===== config.mk =====
export PLATFORM = sky130hd
export DESIGN_NAME = beam_trig_scaler
export DESIGN_NICKNAME = d
export VERILOG_FILES = /design/src/rtl/beam_trig_scaler.sv
export SDC_FILE = /design/constraint.sdc
export NUM_CORES = 1
export LEC_CHECK = 0
export CAP_MARGIN = 40
export CORE_MARGIN = 1.5
export CORE_UTILIZATION = 45
export DETAILED_ROUTE_END_ITERATION = 8
export GPL_ROUTABILITY_DRIVEN = 1
export PLACE_DENSITY = 0.68
export SLEW_MARGIN = 30
export SYNTH_ARGS = -nofsm -noshare
export SYNTH_HDL_FRONTEND = slang
export SYNTH_SLANG_ARGS = --single-unit

===== constraint.sdc =====
create_clock -name aclk -period 6.4 [get_ports aclk]
set_input_delay 1.92 -clock aclk [delete_from_list [all_inputs] [get_ports aclk]]
set_output_delay 1.92 -clock aclk [all_outputs]
set_load 0.1 [all_outputs]

===== src/rtl/beam_trig_scaler.sv =====
// -----------------------------------------------------------------------------
// beam_trig_scaler
//
// Per-beam trigger rate scaler. Counts the trigger bits of every beam over a
// fixed gate of PERIOD enabled clocks. At the end of each gate it snapshots all
// counts into a holding bank. It then streams the bank out as one 32-bit word
// per beam, framed with m_tlast on the final beam.
//
// Parameters
//   NBEAMS     number of beams (1..16384)
//   CNT_WIDTH  per-beam counter width (1..16), saturating
//   PERIOD     gate length in clocks (>= NBEAMS+2)
//
// Ports
//   aclk          clock, rising edge
//   arst          asynchronous active-high reset
//   trig_i        per-beam trigger bits, bit b is beam b
//   enable_i      gate enable; when low the timer and counters are held at 0
//   m_tdata       {sat, drop, beam index[13:0], count[15:0]}
//   m_tvalid      output word valid
//   m_tready      downstream ready
//   m_tlast       final beam word of a frame
//   drop_count_o  saturating count of snapshots dropped because readout was busy
// -----------------------------------------------------------------------------
module beam_trig_scaler #(
    parameter int NBEAMS    = 2,
    parameter int CNT_WIDTH = 16,
    parameter int PERIOD    = 1000
) (
    input  logic              aclk,
    input  logic              arst,
    input  logic [NBEAMS-1:0] trig_i,
    input  logic              enable_i,
    output logic [31:0]       m_tdata,
    output logic              m_tvalid,
    input  logic              m_tready,
    output logic              m_tlast,
    output logic [7:0]        drop_count_o
);

    localparam int TW = (PERIOD > 1) ? $clog2(PERIOD) : 1;
    localparam int IW = (NBEAMS > 1) ? $clog2(NBEAMS) : 1;

    localparam logic [TW-1:0]        TIMER_LAST = TW'(PERIOD - 1);
    localparam logic [IW-1:0]        IDX_LAST   = IW'(NBEAMS - 1);
    localparam logic [CNT_WIDTH-1:0] CNT_MAX    = {CNT_WIDTH{1'b1}};

    localparam logic [0:0] ST_IDLE = 1'b0;
    localparam logic [0:0] ST_SEND = 1'b1;

    // -------------------------------------------------------------------------
    // Gate timer
    // -------------------------------------------------------------------------
    logic [TW-1:0] timer_q;
    logic [TW-1:0] timer_d;
    logic          tick;

    assign tick = enable_i && (timer_q == TIMER_LAST);

    always_comb begin
        timer_d = timer_q;
        if (!enable_i) begin
            timer_d = '0;
        end else if (timer_q == TIMER_LAST) begin
            timer_d = '0;
        end else begin
            timer_d = timer_q + TW'(1);
        end
    end

    always_ff @(posedge aclk or posedge arst) begin
        if (arst) begin
            timer_q <= '0;
        end else begin
            timer_q <= timer_d;
        end
    end

    // -------------------------------------------------------------------------
    // Readout FSM state (declared early: the snapshot strobe depends on it)
    // -------------------------------------------------------------------------
    logic [0:0]    state_q;
    logic [0:0]    state_d;
    logic [IW-1:0] idx_q;
    logic [IW-1:0] idx_d;
    logic          pend_drop_q;
    logic          pend_drop_d;
    logic          hold_drop_q;
    logic          hold_drop_d;
    logic [7:0]    drop_cnt_q;
    logic [7:0]    drop_cnt_d;

    // A tick is only taken while idle; a tick landing on the cycle of the last
    // handshake still sees SEND and is therefore dropped.
    logic snap_take;
    assign snap_take = tick && (state_q == ST_IDLE);

    // -------------------------------------------------------------------------
    // Beam counters and holding bank
    // -------------------------------------------------------------------------
    logic [CNT_WIDTH-1:0] cnt_q    [NBEAMS];
    logic [CNT_WIDTH-1:0] cnt_inc  [NBEAMS];
    logic [NBEAMS-1:0]    sat_q;
    logic [NBEAMS-1:0]    sat_inc;

    logic [CNT_WIDTH-1:0] hold_cnt_q [NBEAMS];
    logic [NBEAMS-1:0]    hold_sat_q;

    generate
        for (genvar gi = 0; gi < NBEAMS; gi++) begin : g_beam
            // cnt_inc already contains this cycle's trigger, so the snapshot on
            // the tick cycle includes the trigger seen on that cycle.
            assign cnt_inc[gi] = (trig_i[gi] && (cnt_q[gi] != CNT_MAX))
                               ? cnt_q[gi] + CNT_WIDTH'(1)
                               : cnt_q[gi];
            assign sat_inc[gi] = sat_q[gi] | (cnt_inc[gi] == CNT_MAX);

            always_ff @(posedge aclk or posedge arst) begin
                if (arst) begin
                    cnt_q[gi] <= '0;
                    sat_q[gi] <= 1'b0;
                end else if (!enable_i || tick) begin
                    // Held at zero while disabled; restarted on every gate edge
                    // whether or not the snapshot was taken.
                    cnt_q[gi] <= '0;
                    sat_q[gi] <= 1'b0;
                end else begin
                    cnt_q[gi] <= cnt_inc[gi];
                    sat_q[gi] <= sat_inc[gi];
                end
            end

            // Holding bank needs no reset: it is only visible while in SEND,
            // and SEND is only entered after a snapshot has been written.
            always_ff @(posedge aclk) begin
                if (snap_take) begin
                    hold_cnt_q[gi] <= cnt_inc[gi];
                    hold_sat_q[gi] <= sat_inc[gi];
                end
            end
        end
    endgenerate

    // -------------------------------------------------------------------------
    // Readout mux
    // -------------------------------------------------------------------------
    logic [CNT_WIDTH-1:0] rd_cnt;
    logic                 rd_sat;

    generate
        if (NBEAMS == 1) begin : g_rd_single
            assign rd_cnt = hold_cnt_q[0];
            assign rd_sat = hold_sat_q[0];
        end else begin : g_rd_multi
            assign rd_cnt = hold_cnt_q[idx_q];
            assign rd_sat = hold_sat_q[idx_q];
        end
    endgenerate

    // -------------------------------------------------------------------------
    // FSM next state, drop tracking
    // -------------------------------------------------------------------------
    always_comb begin
        state_d     = state_q;
        idx_d       = idx_q;
        pend_drop_d = pend_drop_q;
        hold_drop_d = hold_drop_q;
        drop_cnt_d  = drop_cnt_q;

        case (state_q)
            ST_IDLE: begin
                idx_d = '0;
                if (tick) begin
                    state_d     = ST_SEND;
                    hold_drop_d = pend_drop_q;
                    pend_drop_d = 1'b0;
                end
            end
            ST_SEND: begin
                if (m_tready) begin
                    if (idx_q == IDX_LAST) begin
                        state_d = ST_IDLE;
                        idx_d   = '0;
                    end else begin
                        idx_d = idx_q + IW'(1);
                    end
                end
                if (tick) begin
                    pend_drop_d = 1'b1;
                    if (drop_cnt_q != 8'hFF) begin
                        drop_cnt_d = drop_cnt_q + 8'd1;
                    end
                end
            end
            default: begin
                state_d = ST_IDLE;
                idx_d   = '0;
            end
        endcase
    end

    always_ff @(posedge aclk or posedge arst) begin
        if (arst) begin
            state_q     <= ST_IDLE;
            idx_q       <= '0;
            pend_drop_q <= 1'b0;
            hold_drop_q <= 1'b0;
            drop_cnt_q  <= 8'd0;
        end else begin
            state_q     <= state_d;
            idx_q       <= idx_d;
            pend_drop_q <= pend_drop_d;
            hold_drop_q <= hold_drop_d;
            drop_cnt_q  <= drop_cnt_d;
        end
    end

    // -------------------------------------------------------------------------
    // Outputs: all driven from registers, forced to zero outside SEND so the
    // reset values appear as soon as arst clears the state register.
    // -------------------------------------------------------------------------
    logic send_active;
    assign send_active = (state_q == ST_SEND);

    assign m_tvalid     = send_active;
    assign m_tlast      = send_active && (idx_q == IDX_LAST);
    assign m_tdata      = send_active
                        ? {rd_sat, hold_drop_q, 14'(idx_q), 16'(rd_cnt)}
                        : 32'd0;
    assign drop_count_o = drop_cnt_q;

endmodule


==> results of run 1 <==
## routing by layer
| layer | vias up | global-route usage, % | routed length [µm] |
|---|---|---|---|
| met5 | - | 0 | 0 |
| li1 | 1522 | - | - |
| met4 | 0 | 6.74 | 93 |
| met2 | 71 | 31.8 | 4410 |
| met3 | 10 | 3.76 | 322 |
| met1 | 1482 | 23.4 | 3880 |
## logic make-up after synthesis
| group | share of synthesized area (%) |
|---|---|
| buf+inv | 5.58 |
| other cells | 0.0853 |
| fa+ha+maj | 1.14 |
| flops | 55.1 |
| mux | 5.38 |
| compound gates | 4.98 |
| simple gates | 21.4 |
| xor+xnor | 6.37 |
## stage by stage
stage | utilization (%) | hold WS (ps)
finish | 58.4 | 492
global route | 58.4 | 513
CTS | 58.2 | 498
detailed placement | 56.1 | 481
global placement | 51.3 | 462
floorplan | - | 444
## critical path, delay by kind of cell (launching register included)
kind | cells | cell delay, ps
buffers and inverters | 3 | 920
DFF | 1 | 660
muxes | 1 | 230
and+or+nand+nor | 1 | 70
## where the power goes
group          switching, mW  internal [mW]  leakage (nW)
logic                  0.417          0.201          1.18
clock network          0.195          0.183         0.101
registers             0.0135          0.603          1.03
total                  0.627          0.987          2.32
## layout by cell type (no fill, tap or decap), types with 4 or more instances in the layout
cell | synthesis | final
clkdlybuf4s50_1 | 0 | 34
nor2_1 | 48 | 48
nor3_1 | 12 | 12
nor2b_1 | 17 | 17
and4_1 | 8 | 8
clkbuf_8 | 0 | 9
and2_1 | 4 | 4
ha_1 | 4 | 4
conb_1 | 1 | 13
mux2i_1 | 18 | 18
inv_1 | 24 | 23
dfrtp_1 | 56 | 56
a21oi_1 | 9 | 9
xor2_1 | 19 | 19
o21ai_0 | 6 | 6
nand3_1 | 20 | 20
buf_8 | 0 | 30
edfxtp_1 | 34 | 34
mux2_2 | 5 | 5
nand2_1 | 21 | 21
and3_1 | 10 | 10
nand4_1 | 12 | 12
xnor2_1 | 13 | 13
## flip-flops by register name, indices dropped and copies added (netlist names)
name and flops:
cnt_q 32, drop_count_o 8, hold_cnt_q 32, hold_drop_q 1
hold_sat_q 2, idx_q 1, m_tvalid 1, pend_drop_q 1
sat_q 2, timer_q 10
## worst paths after layout
| path | startpoint | endpoint | slack (ps) |
|---|---|---|---|
| max in group asynchronous | arst | cnt_q[9]$_DFF_PP0_ | 3950 |
| min | timer_q[0]$_DFF_PP0_ | timer_q[0]$_DFF_PP0_ | 490 |
| min reg2reg | timer_q[0]$_DFF_PP0_ | timer_q[0]$_DFF_PP0_ | 490 |
| min in group asynchronous | arst | timer_q[2]$_DFF_PP0_ | 1970 |
| max | idx_q$_DFFE_PP0P_ | m_tdata[2] | 2230 |
| max reg2reg | cnt_q[16]$_DFF_PP0_ | sat_q[0]$_DFF_PP0_ | 3940 |
## final cells by class
| cell class | instances | area, µm² | area share, % |
|---|---|---|---|
| flip-flops and latches | 90 | 2420 | 44.3 |
| repair buffers | 68 | 833 | 15.2 |
| clock buffers | 10 | 128 | 2.33 |
| clock inverters | 6 | 63.8 | 1.17 |
| multi-input cells | 278 | 1770 | 32.4 |
| well taps | 129 | 161 | 2.95 |
| inverters | 24 | 90.1 | 1.65 |
## cells in the mapped netlist, drive strengths merged (2+ instances only)
cell and n:
ha 4, mux2i 18, xnor2 13, or3 3, buf 16, mux2 5
nand4 14, and4 8, nand2b 3, o21a 2, and2 4, edfxtp 34
a21oi 10, a31oi 2, nand3 20, nor3 12, inv 24, or4 2
clkbuf 9, nand2 21, nor4 5, o21ai 9, o211ai 3, dfrtp 56
or2 3, and3 10, nor2b 18, nor2 48, xor2 19
==> flow_metrics.env, run 1 <==
export IMPL_hold_viol_final=0
export IMPL_hold_depth=1
export IMPL_dp_slack_ps=2120
export IMPL_cts_tree="done"
export IMPL_yosysWarningCount=0
export IMPL_synth_edff_count=34
export IMPL_tightest_slew_ps=693
export IMPL_drive_gt1_share_pct=14.1
export IMPL_endpoint_kind="primary output"
export IMPL_rows=35
export IMPL_fill_cells=764
export IMPL_die_width_um=102
export IMPL_synth_cells=405
export IMPL_synthTopCellsByArea="dfrtp_1 32%, edfxtp_1 23%, mux2i_1 4.1%, nor2_1 4.1%, xor2_1 3.8%"
export IMPL_drc=0
export IMPL_crit_chain="buf_8 -> mux2i_1 -> nor2_1 -> clkdlybuf4s50_1 -> buf_8"
export IMPL_grt_first_pass_wirelength_um=14500
export IMPL_grt_pass1_vias=3047
export IMPL_synth_seq_cells=90
export IMPL_period_needed_ps=4170
export IMPL_synth_seq_area_share_pct=55.1
export IMPL_p_leak_nw=2.32
export IMPL_fin_area_mm2=0.00547
export IMPL_outcome="finished clean"
export IMPL_synth_area_per_cell_um2=10.9
export IMPL_cts_hold_buffers=0
export IMPL_cp_arrival_ps=2250
export IMPL_initial_core_util_pct=46.9
export IMPL_gr_total_overflow=0
export IMPL_ant_nets=0
export IMPL_final_cells=605
export IMPL_cpMostUsedCell="buf_8"
export IMPL_synthFlopType="dfrtp_1"
export IMPL_vias_per_cell=5.10
export IMPL_cts_setup_buffers=0
export IMPL_required_ps=4480
export IMPL_placedInstanceArea_mm2=0.00526
export IMPL_cts_path_max_buffers=2
export IMPL_fmax_mhz=240
export IMPL_fp_coreArea_mm2=0.00937
export IMPL_synth_area_mm2=0.00440
export IMPL_power_density_mw_per_mm2=295
export IMPL_cts_buffers=9
export IMPL_synthDistinctLibCells=47
export IMPL_fin_ws_ps=2230
export IMPL_cts_sinks=90
export IMPL_vdd_ir_drop_max_v=0.000192
export IMPL_cp_start_kind="register"
export IMPL_cts_root_buf="clkbuf_8"
export IMPL_worstHoldPathType="register to register"
export IMPL_die_area_mm2=0.0104
export IMPL_fin_crit_sh_pct=65.2
export IMPL_finClkSkew_ps=11.6
export IMPL_worstSkewPairLatency_ps=340
export IMPL_fin_nets=481
export IMPL_grtUsageTotal_pct=18.5
export IMPL_setup_viol=0
export IMPL_synthToLayoutAreaGrowth_pct=24.5
export IMPL_cts_resized=0
export IMPL_wirelength_um=8700
export IMPL_critPathKind="register to primary output"
export IMPL_ios=48
export IMPL_path_max_fanout=11
export IMPL_hpwl_um=6320
export IMPL_finalSetupTns_ps=0
export IMPL_antenna_found_initial=0
export IMPL_r2r_worst_path_cells=8
export IMPL_die_h_um=102
export IMPL_crit_path_top_delay_cell="dfrtp_1"
export IMPL_async_flop_share_pct=62.2
export IMPL_grt_max_degree=57
export IMPL_cpPeakStageDelay_ps=660
export IMPL_port_buffers=34
export IMPL_place_inst=588
export IMPL_place_congestion=0.840
export IMPL_num_antenna_cells=0
export IMPL_synth_top_cell_area_share_pct=31.9
export IMPL_wl_per_cell_um=14.4
export IMPL_drv_slew=0
export IMPL_cts_htree_levels=3
export IMPL_relSlewSlack_pct=53.7
export IMPL_synth_top_area_cell="dfrtp_1"
export IMPL_dr_pass1_iters=4
export IMPL_maxCapViolCount=0
export IMPL_clk_pin_slew_worst_paths_ps=90
export IMPL_vias=3085
export IMPL_drtIter0Drc=164
export IMPL_p_total_mw=1.61
export IMPL_rsz0062_at_grt="false"
(Power assumes the default switching activity.)
==> run 2: changes to the inputs <==
- PLACE_DENSITY: 0.68 -> 0.71
- clock period: 6.4 -> 3.7 ns (I/O delays scaled with it)
==> run 2 against run 1 <==
Non-clock buffer count down 29. Worst setup slack worse by 1600 ps. Sequential share of layout area up 4.0 points. Hold slack worse by 8.5 ps. Wire length down 4.2%. Critical endpoint is now m_tdata[12]. Largest power group is now sequential cells. Via count down 3.5%. Global-route usage down 0.57 points. Clock power up 130%. Largest cell class unchanged. Clock skew down 2.4 ps. Register-to-register slack worse by 2600 ps. Sequential cell count unchanged. Cell area down 8.3%.
==> flow_metrics.env, run 2 (synthesized netlist as in run 1, its figures left out) <==
export IMPL_vias=2976
export IMPL_ios=48
export IMPL_grt_first_pass_wirelength_um=14200
export IMPL_hpwl_um=6040
export IMPL_maxCapViolCount=0
export IMPL_setup_viol=0
export IMPL_cts_buffers=9
export IMPL_grt_pass1_vias=2909
export IMPL_required_ps=2590
export IMPL_drv_slew=0
export IMPL_cts_resized=0
export IMPL_fp_coreArea_mm2=0.00937
export IMPL_cts_path_max_buffers=2
export IMPL_seq_power_share_pct=38.8
export IMPL_tightest_slew_ps=671
export IMPL_place_inst=560
export IMPL_num_antenna_cells=0
export IMPL_fmax_mhz=325
export IMPL_place_congestion=0.888
export IMPL_rows=35
export IMPL_die_h_um=102
export IMPL_port_buffers=34
export IMPL_fin_crit_sh_pct=83.2
export IMPL_p_leak_nw=2.18
export IMPL_combPwrFrac_pct=29.6
export IMPL_worstHoldPathType="register to register"
export IMPL_register_area_mm2=0.00242
export IMPL_reg2reg_to="hold_sat_q[0]$_DFFE_PP_"
export IMPL_initial_core_util_pct=46.9
export IMPL_worstReg2RegStart="cnt_q[16]$_DFF_PP0_"
export IMPL_vias_per_cell=5.17
export IMPL_path_max_fanout=12
export IMPL_dp_slack_ps=361
export IMPL_finClkSkew_ps=9.15
export IMPL_grt_max_degree=44
export IMPL_drc=0
export IMPL_outcome="finished clean"
export IMPL_die_width_um=102
export IMPL_rsz0062_at_grt="false"
export IMPL_clk_pin_slew_worst_paths_ps=90
export IMPL_wirelength_um=8340
export IMPL_cts_htree_levels=3
export IMPL_cts_tree="done"
export IMPL_synthToLayoutAreaGrowth_pct=14.2
export IMPL_cts_sinks=90
export IMPL_gr_total_overflow=0
export IMPL_hold_ws_ps=483
export IMPL_reg_top3="cnt_q x32, hold_cnt_q x32, timer_q x10"
export IMPL_switchingPower_mw=1.05
export IMPL_final_cells=576
export IMPL_hold_depth=1
export IMPL_hold_viol_final=0
export IMPL_power_density_mw_per_mm2=549
export IMPL_final_cell_mix="56 x dfrtp_1, 47 x nor2_1, 34 x edfxtp_1, 34 x buf_4, 23 x inv_1"
export IMPL_relSlewSlack_pct=55.2
export IMPL_cts_setup_buffers=0
export IMPL_cp_arrival_ps=1970
export IMPL_clkPwrFrac_pct=31.5
export IMPL_critPathKind="register to primary output"
export IMPL_dr_pass1_iters=5
export IMPL_grtUsageTotal_pct=18.0
export IMPL_swShare_pct=38.0
export IMPL_antenna_found_initial=0
export IMPL_drive_gt1_share_pct=15.2
export IMPL_period_needed_ps=3080
export IMPL_wl_per_cell_um=14.5
export IMPL_internal_power_mw=1.71
export IMPL_min_to="timer_q[0]$_DFF_PP0_"
export IMPL_vdd_ir_drop_max_v=0.000272
export IMPL_cts_root_buf="clkbuf_8"
export IMPL_r2r_slack_ps=1310
export IMPL_cp_start_kind="register"
export IMPL_worstSkewPairLatency_ps=360
export IMPL_endpoint_kind="primary output"
export IMPL_fin_nets=452
export IMPL_fin_ws_ps=623
export IMPL_ant_nets=0
export IMPL_p_total_mw=2.75
export IMPL_cts_hold_buffers=0
export IMPL_die_area_mm2=0.0104
export IMPL_fill_cells=863
export IMPL_hold_start="timer_q[0]$_DFF_PP0_"
export IMPL_final_common_cell="dfrtp_1"
export IMPL_r2r_worst_path_cells=7
export IMPL_drtIter0Drc=150
export IMPL_multi_input_area_mm2=0.00178
export IMPL_cp_startpoint="idx_q$_DFFE_PP0P_"
export IMPL_finalSetupTns_ps=0
run 2: cell types whose count changed in the layout (fill, tap and decap cells not counted), sizes merged:
cell | before | now
clkdlybuf4s50 | 34 | 5
clkinv | 2 | 1
inv | 27 | 25
bufinv | 1 | 4
run 2: power by group through the flow:
stage          clock network [mW]  registers (mW)  logic (mW)
2_1_floorplan                   0            1.10       0.674
3_3_place_gp                    0            1.09       0.818
3_5_place_dp                    0            1.09       0.823
6_report                    0.869            1.07       0.817
5_1_grt                     0.923            1.07       0.848
4_1_cts                     0.885            1.07       0.823
run 2: cell type report:
type	instances	share of cell area, %
clock inverter	6	2.74
timing repair buffer	39	6.08
multi-input combinational	278	35.4
sequential	90	48.2
clock buffer	10	2.54
inverter	24	1.79
tap	129	3.21
run 2: per-stage QoR:
stage,utilization (%),area (µm²)
finish,53.6,5020
global route,53.6,5020
CTS,53.6,5020
detailed placement,50.7,4760
global placement,50.7,4760
floorplan,-,4440
run 2: routing by layer:
metal / vias to the layer above / share of wire, % / global-route usage [%]
met2: 72 / 47 / 28.4
li1: 1460 / - / -
met3: 10 / 3.9 / 3.15
met1: 1434 / 48 / 25.0
met5: - / 0 / 0
met4: 0 / 1.1 / 6.85
run 2: critical path, cell delays in order, from the launching register on:
cell and delay, ps:
dfrtp_1 740, buf_4 300, mux2i_1 230, nor2_1 70
buf_4 260
run 2: worst max-delay path by stage:
stage | slack (ps) | depth (start not counted) | end
CTS | 580 | 4 | m_tdata[12]
global placement | 420 | 8 | sat_q[0]$_DFF_PP0_
finish | 620 | 4 | m_tdata[12]
floorplan | -10 | 4 | m_tdata[11]
global route | 490 | 4 | m_tdata[12]
detailed placement | 360 | 8 | sat_q[1]$_DFF_PP0_
==> run 3: changes to the inputs <==
- PLACE_DENSITY: 0.71 -> 0.68
- clock period: 3.7 -> 3.23 ns (I/O delays scaled with it)
==> run 3 against run 2 <==
Sequential power grew 14%. Wire length grew 0.96%. Critical path depth grew 4. Combinational power grew 43%. Count of clock-buffer cells in the layout grew 1. Critical path type is now primary input to register.
==> flow_metrics.env, run 3 (synthesized netlist as in run 1, its figures left out) <==
export IMPL_worstHoldPathType="register to register"
export IMPL_grt_first_pass_wirelength_um=14300
export IMPL_grt_pass1_vias=2878
export IMPL_p_leak_nw=2.26
export IMPL_cts_sinks=90
export IMPL_placedInstanceArea_mm2=0.00508
export IMPL_path_max_fanout=6
export IMPL_drtIter0Drc=132
export IMPL_initial_core_util_pct=46.9
export IMPL_cpMostUsedCell="nand2_1"
export IMPL_cp_start_kind="primary input"
export IMPL_required_ps=3340
export IMPL_grtUsageTotal_pct=17.9
export IMPL_tightest_slew_ps=700
export IMPL_drc=0
export IMPL_ios=48
export IMPL_cts_root_buf="clkbuf_8"
export IMPL_cp_arrival_ps=2900
export IMPL_vdd_ir_drop_max_v=0.000354
export IMPL_rsz0062_at_grt="false"
export IMPL_multi_input_area_mm2=0.00178
export IMPL_dp_slack_ps=121
export IMPL_path_buf_inv=1
export IMPL_maxCapViolCount=0
export IMPL_die_h_um=102
export IMPL_cts_hold_buffers=0
export IMPL_fp_coreArea_mm2=0.00937
export IMPL_register_area_mm2=0.00242
export IMPL_hpwl_um=6160
export IMPL_die_width_um=102
export IMPL_relSlewSlack_pct=53.3
export IMPL_fmax_mhz=359
export IMPL_hold_viol_final=0
export IMPL_cts_htree_levels=3
export IMPL_fin_ws_ps=444
export IMPL_final_common_cell="dfrtp_1"
export IMPL_antenna_found_initial=0
export IMPL_crit_chain="clkdlybuf4s50_1 -> and4_1 -> nand2_1 -> nor3_1 -> mux2i_1 -> nor4_1 -> nand4_1 -> nand2_1"
export IMPL_place_congestion=0.950
export IMPL_fin_crit_sh_pct=86.2
export IMPL_critPathKind="primary input to register"
export IMPL_setup_viol=0
export IMPL_cts_resized=0
export IMPL_path_delay_family="simple AND/OR/NAND/NOR gates"
export IMPL_die_area_mm2=0.0104
export IMPL_dr_pass1_iters=4
export IMPL_cts_tree="done"
export IMPL_ant_nets=0
export IMPL_hold_depth=1
export IMPL_port_buffers=34
export IMPL_clk_pin_slew_worst_paths_ps=90
export IMPL_reg_top3="cnt_q x32, hold_cnt_q x32, timer_q x10"
export IMPL_vias=2981
export IMPL_grt_max_degree=57
export IMPL_r2r_worst_path_cells=7
export IMPL_fin_nets=458
export IMPL_wl_per_cell_um=14.5
export IMPL_drive_gt1_share_pct=17.0
export IMPL_num_antenna_cells=0
export IMPL_finalSetupTns_ps=0
export IMPL_path_depth=8
export IMPL_drv_slew=0
export IMPL_fill_cells=815
export IMPL_endpoint_kind="register"
export IMPL_gr_total_overflow=0
export IMPL_cts_buffers=9
export IMPL_outcome="finished clean"
export IMPL_p_total_mw=3.18
export IMPL_power_density_mw_per_mm2=602
export IMPL_finClkSkew_ps=9.58
export IMPL_cpPeakStageDelay_ps=560
export IMPL_vias_per_cell=5.12
export IMPL_crit_path_top_delay_cell="clkdlybuf4s50_1"
export IMPL_period_needed_ps=2790
export IMPL_cts_setup_buffers=0
export IMPL_wirelength_um=8420
export IMPL_hold_ws_ps=492
export IMPL_worstSkewPairLatency_ps=350
export IMPL_fin_area_mm2=0.00529
export IMPL_cts_path_max_buffers=2
export IMPL_synthToLayoutAreaGrowth_pct=20.4
export IMPL_rows=35
export IMPL_final_cell_mix="56 x dfrtp_1, 46 x nor2_1, 34 x edfxtp_1"
run 3: changes by cell type in the layout (fill, tap and decap cells not counted), sizes merged:
cell | previous run | this run
bufinv | 4 | 0
clkbuf | 10 | 11
buf | 34 | 40
clkinvlp | 0 | 1
inv | 25 | 27
run 3: worst register-to-register path: cells and delay by family, from the launching register on:
kind	cells	cell delay (ps)
AOI/OAI and AO/OA	1	190
and+or+nand+nor	3	820
xor gates and xnor gates	1	280
adders and majority gates	1	300
buffers and inverters	1	70
DFF	1	430
run 3: worst paths after layout:
path                                 startpoint                     endpoint  slack (ps)
min in group asynchronous                  arst  drop_count_o[1]$_DFFE_PP0P_         980
setup / recovery                      trig_i[1]      hold_sat_q[1]$_DFFE_PP_         440
hold / removal             timer_q[0]$_DFF_PP0_         timer_q[0]$_DFF_PP0_         490
setup reg to reg            cnt_q[16]$_DFF_PP0_      hold_sat_q[0]$_DFFE_PP_         910
hold reg to reg            timer_q[0]$_DFF_PP0_         timer_q[0]$_DFF_PP0_         490
max in group asynchronous                  arst           sat_q[1]$_DFF_PP0_        1990
run 3: per-stage QoR:
stage / utilization [%] / instances
5_1_grt: 56.5 / 582
3_3_place_gp: 54.2 / 566
3_5_place_dp: 54.2 / 566
2_1_floorplan: - / 417
4_1_cts: 56.5 / 582
6_report: 56.5 / 582
run 3: cell type report:
cell class | count | share of cell area, %
clock buffers | 11 | 3.29
clock inverters | 5 | 0.756
inverters | 24 | 1.70
multi-input cells | 278 | 33.6
flip-flops and latches | 90 | 45.8
well taps | 129 | 3.05
repair buffers | 45 | 11.8
run 3: power by group:
| part | switching, mW | internal (mW) | total (mW) |
|---|---|---|---|
| Clock | 0.411 | 0.381 | 0.792 |
| Sequential | 0.0267 | 1.20 | 1.22 |
| Combinational | 0.818 | 0.353 | 1.17 |
run 3: layer usage:
| metal | global-route usage, % | wire (µm) | up-vias |
|---|---|---|---|
| li1 | - | - | 1474 |
| met5 | 0 | 0 | - |
| met1 | 25.1 | 4050 | 1434 |
| met3 | 2.60 | 271 | 13 |
| met4 | 6.32 | 133 | 0 |
| met2 | 28.8 | 3960 | 60 |
==> patch 1, RTL diff (settings of run 1) <==
Register the output `drop_count_o` once more, with the module's reset; this adds one clock of latency there. The other outputs are not delayed to match.
--- a/src/rtl/beam_trig_scaler.sv
+++ b/src/rtl/beam_trig_scaler.sv
@@ -228,5 +228,11 @@
                         ? {rd_sat, hold_drop_q, 14'(idx_q), 16'(rd_cnt)}
                         : 32'd0;
-    assign drop_count_o = drop_cnt_q;
+    always_ff @(posedge aclk or posedge arst) begin
+        if (arst) begin
+            drop_count_o <= '0;
+        end else begin
+            drop_count_o <= drop_cnt_q;
+        end
+    end
 
 endmodule
Behaviour: same outputs for any inputs over 10 cycles, from zero or initial values and one cycle with arst high; that may be too few to reach the edited logic, so the function may still have changed.
==> patch 1 against run 1 <==
  * Worst setup slack worse by 0.014 ns
  * Sequential cell count up 8
  * Area after synthesis up 8.6%
  * Total power up 1.6%
  * Count of clock-buffer cells in the layout up 2
  * Wire length up 11%
  * Cell area up 7.3%
  * Via count up 11%
  * Largest cell class unchanged
  * Largest power group is now sequential cells
==> patch 1: results <==
{
  "wl_per_cell_microns": 15.1,
  "synth.area.top_cells": "dfrtp_1, edfxtp_1, mux2i_1, nor2_1, xnor2_1",
  "synth_compound_area_frac": 0.0540,
  "antenna_cells": 0,
  "synth.area.mux_share": 0.0603,
  "grt_pass1_wl_microns": 16100,
  "post_cts_resized": 0,
  "yosysSeqAreaShare": 0.549,
  "r2r_cells": 7,
  "ys.warnings.count": 0,
  "io_buffers": 34,
  "ir_worst_vdd_mv": 0.292,
  "synth_fa_ha_area_frac": 0.0105,
  "finClkSkew_ns": 0.0140,
  "gp_congestion": 0.878,
  "grt_max_degree": 65,
  "crit_path_max_fanout": 11,
  "p_int_mw": 1.03,
  "synth_common_cells": "dfrtp_1, nor2_1, edfxtp_1",
  "cts_buffer_depth": 2,
  "cts_buffers": 9,
  "placed_area_sq_um": 5650,
  "holdCritStartpoint": "drop_cnt_q[4]",
  "critPathArrivalTime_ns": 2.27,
  "cts_max_level": 3,
  "final_nets": 512,
  "slew_headroom": 0.484,
  "grt_pass1_vias": 3265,
  "ys_types": 58,
  "reg.largest.list": "cnt_q: 32 flops, hold_cnt_q: 32 flops, timer_q: 10 flops",
  "whs_endpoint": "drop_count_o[4]",
  "worstReg2RegEnd": "hold_sat_q[0]",
  "rrSetupSlack_ns": 3.75,
  "ys_async_sr_fraction": 0.653,
  "synth-edff-count": 34,
  "min_path_cells": 0,
  "synth-xor-area-share": 0.0532,
  "fillCellCount": 857,
  "drt_first_pass_iters": 5,
  "pre_cts_ws_ns": 1.98,
  "drt_iter0_markers": 261,
  "via_per_inst": 5.34,
  "p_leak_nw": 2.43,
  "drive_above_1_share": 0.144,
  "grtUsageTotal": 0.184,
  "hold_path.class": "reg -> reg",
  "hpwl_microns": 6890,
  "antenna_found_initial": 0,
  "cts_setup_buffers": 0,
  "outcome": "finished, final reports clean",
  "rr_startpoint": "cnt_q[16]",
  "clock_latency_ns": 0.36
}
-- patch 1: cells by family (layout without fill, tap and decap cells) --
family,count (synthesis),count (layout)
XOR/XNOR,29,29
flip-flops,98,98
AO/OA/AOI/OAI,36,36
AND/OR/NAND/NOR,190,190
multiplexers,28,28
adder cells (fa/ha/maj),4,4
buffers and inverters,50,109
other,1,13
-- patch 1: final cells by class --
| type | count | area (sq um) | area share |
|---|---|---|---|
| clock buffer | 12 | 178 | 0.0302 |
| inverter | 25 | 93.8 | 0.0160 |
| clock inverter | 4 | 27.5 | 0.00469 |
| timing repair buffer | 68 | 833 | 0.142 |
| multi-input combinational | 300 | 1950 | 0.332 |
| tap | 136 | 170 | 0.0290 |
| sequential | 98 | 2620 | 0.446 |
-- patch 1: routing by layer --
layer / global-route usage / wire [microns] / share of wire / vias up
met2: 0.278 / 4410 / 0.45 / 108
met4: 0.0579 / 128 / 0.013 / 0
met5: 0 / 0 / 0 / -
met1: 0.272 / 4730 / 0.49 / 1663
li1: - / - / - / 1649
met3: 0.0313 / 435 / 0.045 / 12
-- patch 1: critical path: stages (launching register included) --
cell,delay [ns]
dfrtp_1,0.71
buf_8,0.24
mux2i_1,0.24
nor2_1,0.06
clkdlybuf4s50_1,0.48
buf_8,0.18
-- patch 1: per-stage QoR --
stage / std cells / hold WS, ns
floorplan: 448 / 0.386
finish: 643 / 0.431
detailed placement: 626 / 0.411
global route: 643 / 0.455
global placement: 596 / 0.404
CTS: 642 / 0.434
-- patch 1: worst max path at each step --
stage,from,to,slack (ns),cells past startpoint
after global placement,idx_q,m_tdata[4],1.98,3
final,idx_q,m_tdata[14],2.21,5
after detailed placement,trig_i[0],hold_sat_q[0],1.98,7
after floorplan,m_tvalid,m_tdata[10],1.85,3
after CTS,idx_q,m_tdata[14],2.19,5
after global routing,idx_q,m_tdata[6],2.11,5
-- patch 1: power groups by stage --
| stage | Sequential (mW) | Combinational, mW | Clock (mW) |
|---|---|---|---|
| after floorplan | 0.689 | 0.356 | 0 |
| after global placement | 0.687 | 0.440 | 0 |
| after detailed placement | 0.682 | 0.565 | 0 |
| after CTS | 0.669 | 0.567 | 0.418 |
| after global routing | 0.671 | 0.582 | 0.442 |
| final | 0.669 | 0.565 | 0.406 |
==> patch 2, RTL diff (flow settings as in run 1) <==
Made on the original files. Set the parameter `CNT_WIDTH` to 14 (it was 16). Comments in the files are not updated.
--- a/src/rtl/beam_trig_scaler.sv
+++ b/src/rtl/beam_trig_scaler.sv
@@ -25,5 +25,5 @@
 module beam_trig_scaler #(
     parameter int NBEAMS    = 2,
-    parameter int CNT_WIDTH = 16,
+    parameter int CNT_WIDTH = 14,
     parameter int PERIOD    = 1000
 ) (
Function: no difference found for any inputs over 10 cycles, from zero or initial values and one cycle with arst high; that may be too few to reach the edited logic, so the function may still have changed.
==> patch 2 against run 1 <==
  * The run now ends with DRC left
  * Total power down 13%
  * Cell area down 7.0%
  * Maximum frequency down 0.54%
  * Via count down 4.0%
  * Wire length down 4.1%
  * Count of clock-buffer cells in the layout down 1
  * Non-clock buffer count down 6
  * Area after synthesis down 5.8%
  * Worst setup slack worse by 0.023 ns
  * Die area down 5.7%
  * Cell count down 9.3%
  * Sequential cell count down 8
  * First-iteration DRC count up 3.0%
  * Combinational power down 17%
  * Highest routed layer unchanged
==> patch 2: results <==
{
  "outcome": "finished with violations",
  "violations": "DRC",
  "grt_pass1_vias": 2859,
  "p_leak_nw": 2.09,
  "via_per_inst": 5.39,
  "detailroute.wirelength.met3_microns": 435,
  "ctsHoldBuffers": 0,
  "r2r_cells": 6,
  "placed_area_sq_um": 4900,
  "grt_max_degree": 53,
  "drt_first_pass_iters": 8,
  "critPathArrivalTime_ns": 2.28,
  "grtUsageTotal": 0.183,
  "synth-edff-count": 30,
  "routed.top_layer": "met4",
  "p_sw_frac": 0.391,
  "wl_met2_microns": 3850,
  "ir_worst_vdd_mv": 0.318,
  "synthCells": 377,
  "met2_usage": 0.281,
  "rr_startpoint": "cnt_q[14]",
  "routed-via-count": 2961,
  "rrSetupSlack_ns": 3.99,
  "yosysSeqAreaShare": 0.532,
  "final_nets": 446,
  "finClkSkew_ns": 0.0114,
  "synth_common_cells": "dfrtp_1, and2_1, nor2_1",
  "antenna_cells": 0,
  "cts_max_level": 3,
  "fmax_ghz": 0.238,
  "ys_async_sr_fraction": 0.634,
  "synth.area.top_cells": "dfrtp_1, edfxtp_1, and2_1, xnor2_1, mux2i_1",
  "crit_start": "m_tvalid",
  "drt_iter0_markers": 169,
  "hpwl_microns": 5930,
  "grt_pass1_wl_microns": 14100,
  "grtUsageMet1": 0.255,
  "ys_types": 49,
  "endpoint": "m_tdata[5]",
  "worstReg2RegEnd": "cnt_q[15]",
  "slew_headroom": 0.532,
  "drc": 8,
  "pre_cts_ws_ns": 2.41,
  "cts_buffers": 9,
  "met1_length_microns": 3950,
  "wl_per_cell_microns": 15.2,
  "met3_usage": 0.0433,
  "gp_congestion": 0.975,
  "reg.largest.list": "cnt_q: 28 flops, hold_cnt_q: 28 flops, timer_q: 10 flops",
  "io_buffers": 32,
  "crit_path_max_fanout": 18,
  "dp.cells": 532,
  "drive_above_1_share": 0.129
}
-- patch 2: cell types whose count changed after synthesis, moves of 6 or more --
cell,before,now
and3_1,10,16
and2_1,4,33
nor3_1,12,3
nor2_1,48,31
nor2b_1,17,0
xnor2_1,13,23
inv_1,24,8
xor2_1,19,8
-- patch 2: layout make-up --
type | instances | area (sq um)
fillers | 754 | 3720
flip-flops and latches | 82 | 2200
multi-input cells | 272 | 1790
repair buffers | 62 | 756
well taps | 108 | 135
clock buffers | 9 | 124
clock inverters | 7 | 46.3
inverters | 9 | 33.8
-- patch 2: worst min path at each step --
stage,from,to,slack [ns],depth (start not counted)
floorplan,pend_drop_q,pend_drop_q,0.44,2
global placement,pend_drop_q,pend_drop_q,0.46,2
detailed placement,timer_q[0],timer_q[0],0.47,1
CTS,timer_q[0],timer_q[0],0.48,1
global route,drop_count_o[6],drop_count_o[6],0.51,1
finish,timer_q[0],timer_q[0],0.47,1
-- patch 2: cell families after synthesis --
group,count (synthesis),share of synthesized area
other cells,1,0.000906
fa+ha+maj,4,0.0121
flops,82,0.532
compound gates,33,0.0550
mux,26,0.0653
xor+xnor,31,0.0656
buf+inv,37,0.0490
simple gates,163,0.220
-- patch 2: worst max-delay path, cell delays in order (launching register included) --
cell,delay (ns)
dfrtp_1,0.43
clkinv_1,0.43
nor2_1,0.31
clkdlybuf4s50_1,0.55
buf_8,0.20
-- patch 2: power groups by stage --
stage	combinational, mW	clock [mW]	sequential, mW
detailed placement	0.505	0	0.580
global placement	0.404	0	0.579
CTS	0.507	0.336	0.569
floorplan	0.327	0	0.584
finish	0.514	0.323	0.563
global route	0.531	0.358	0.565
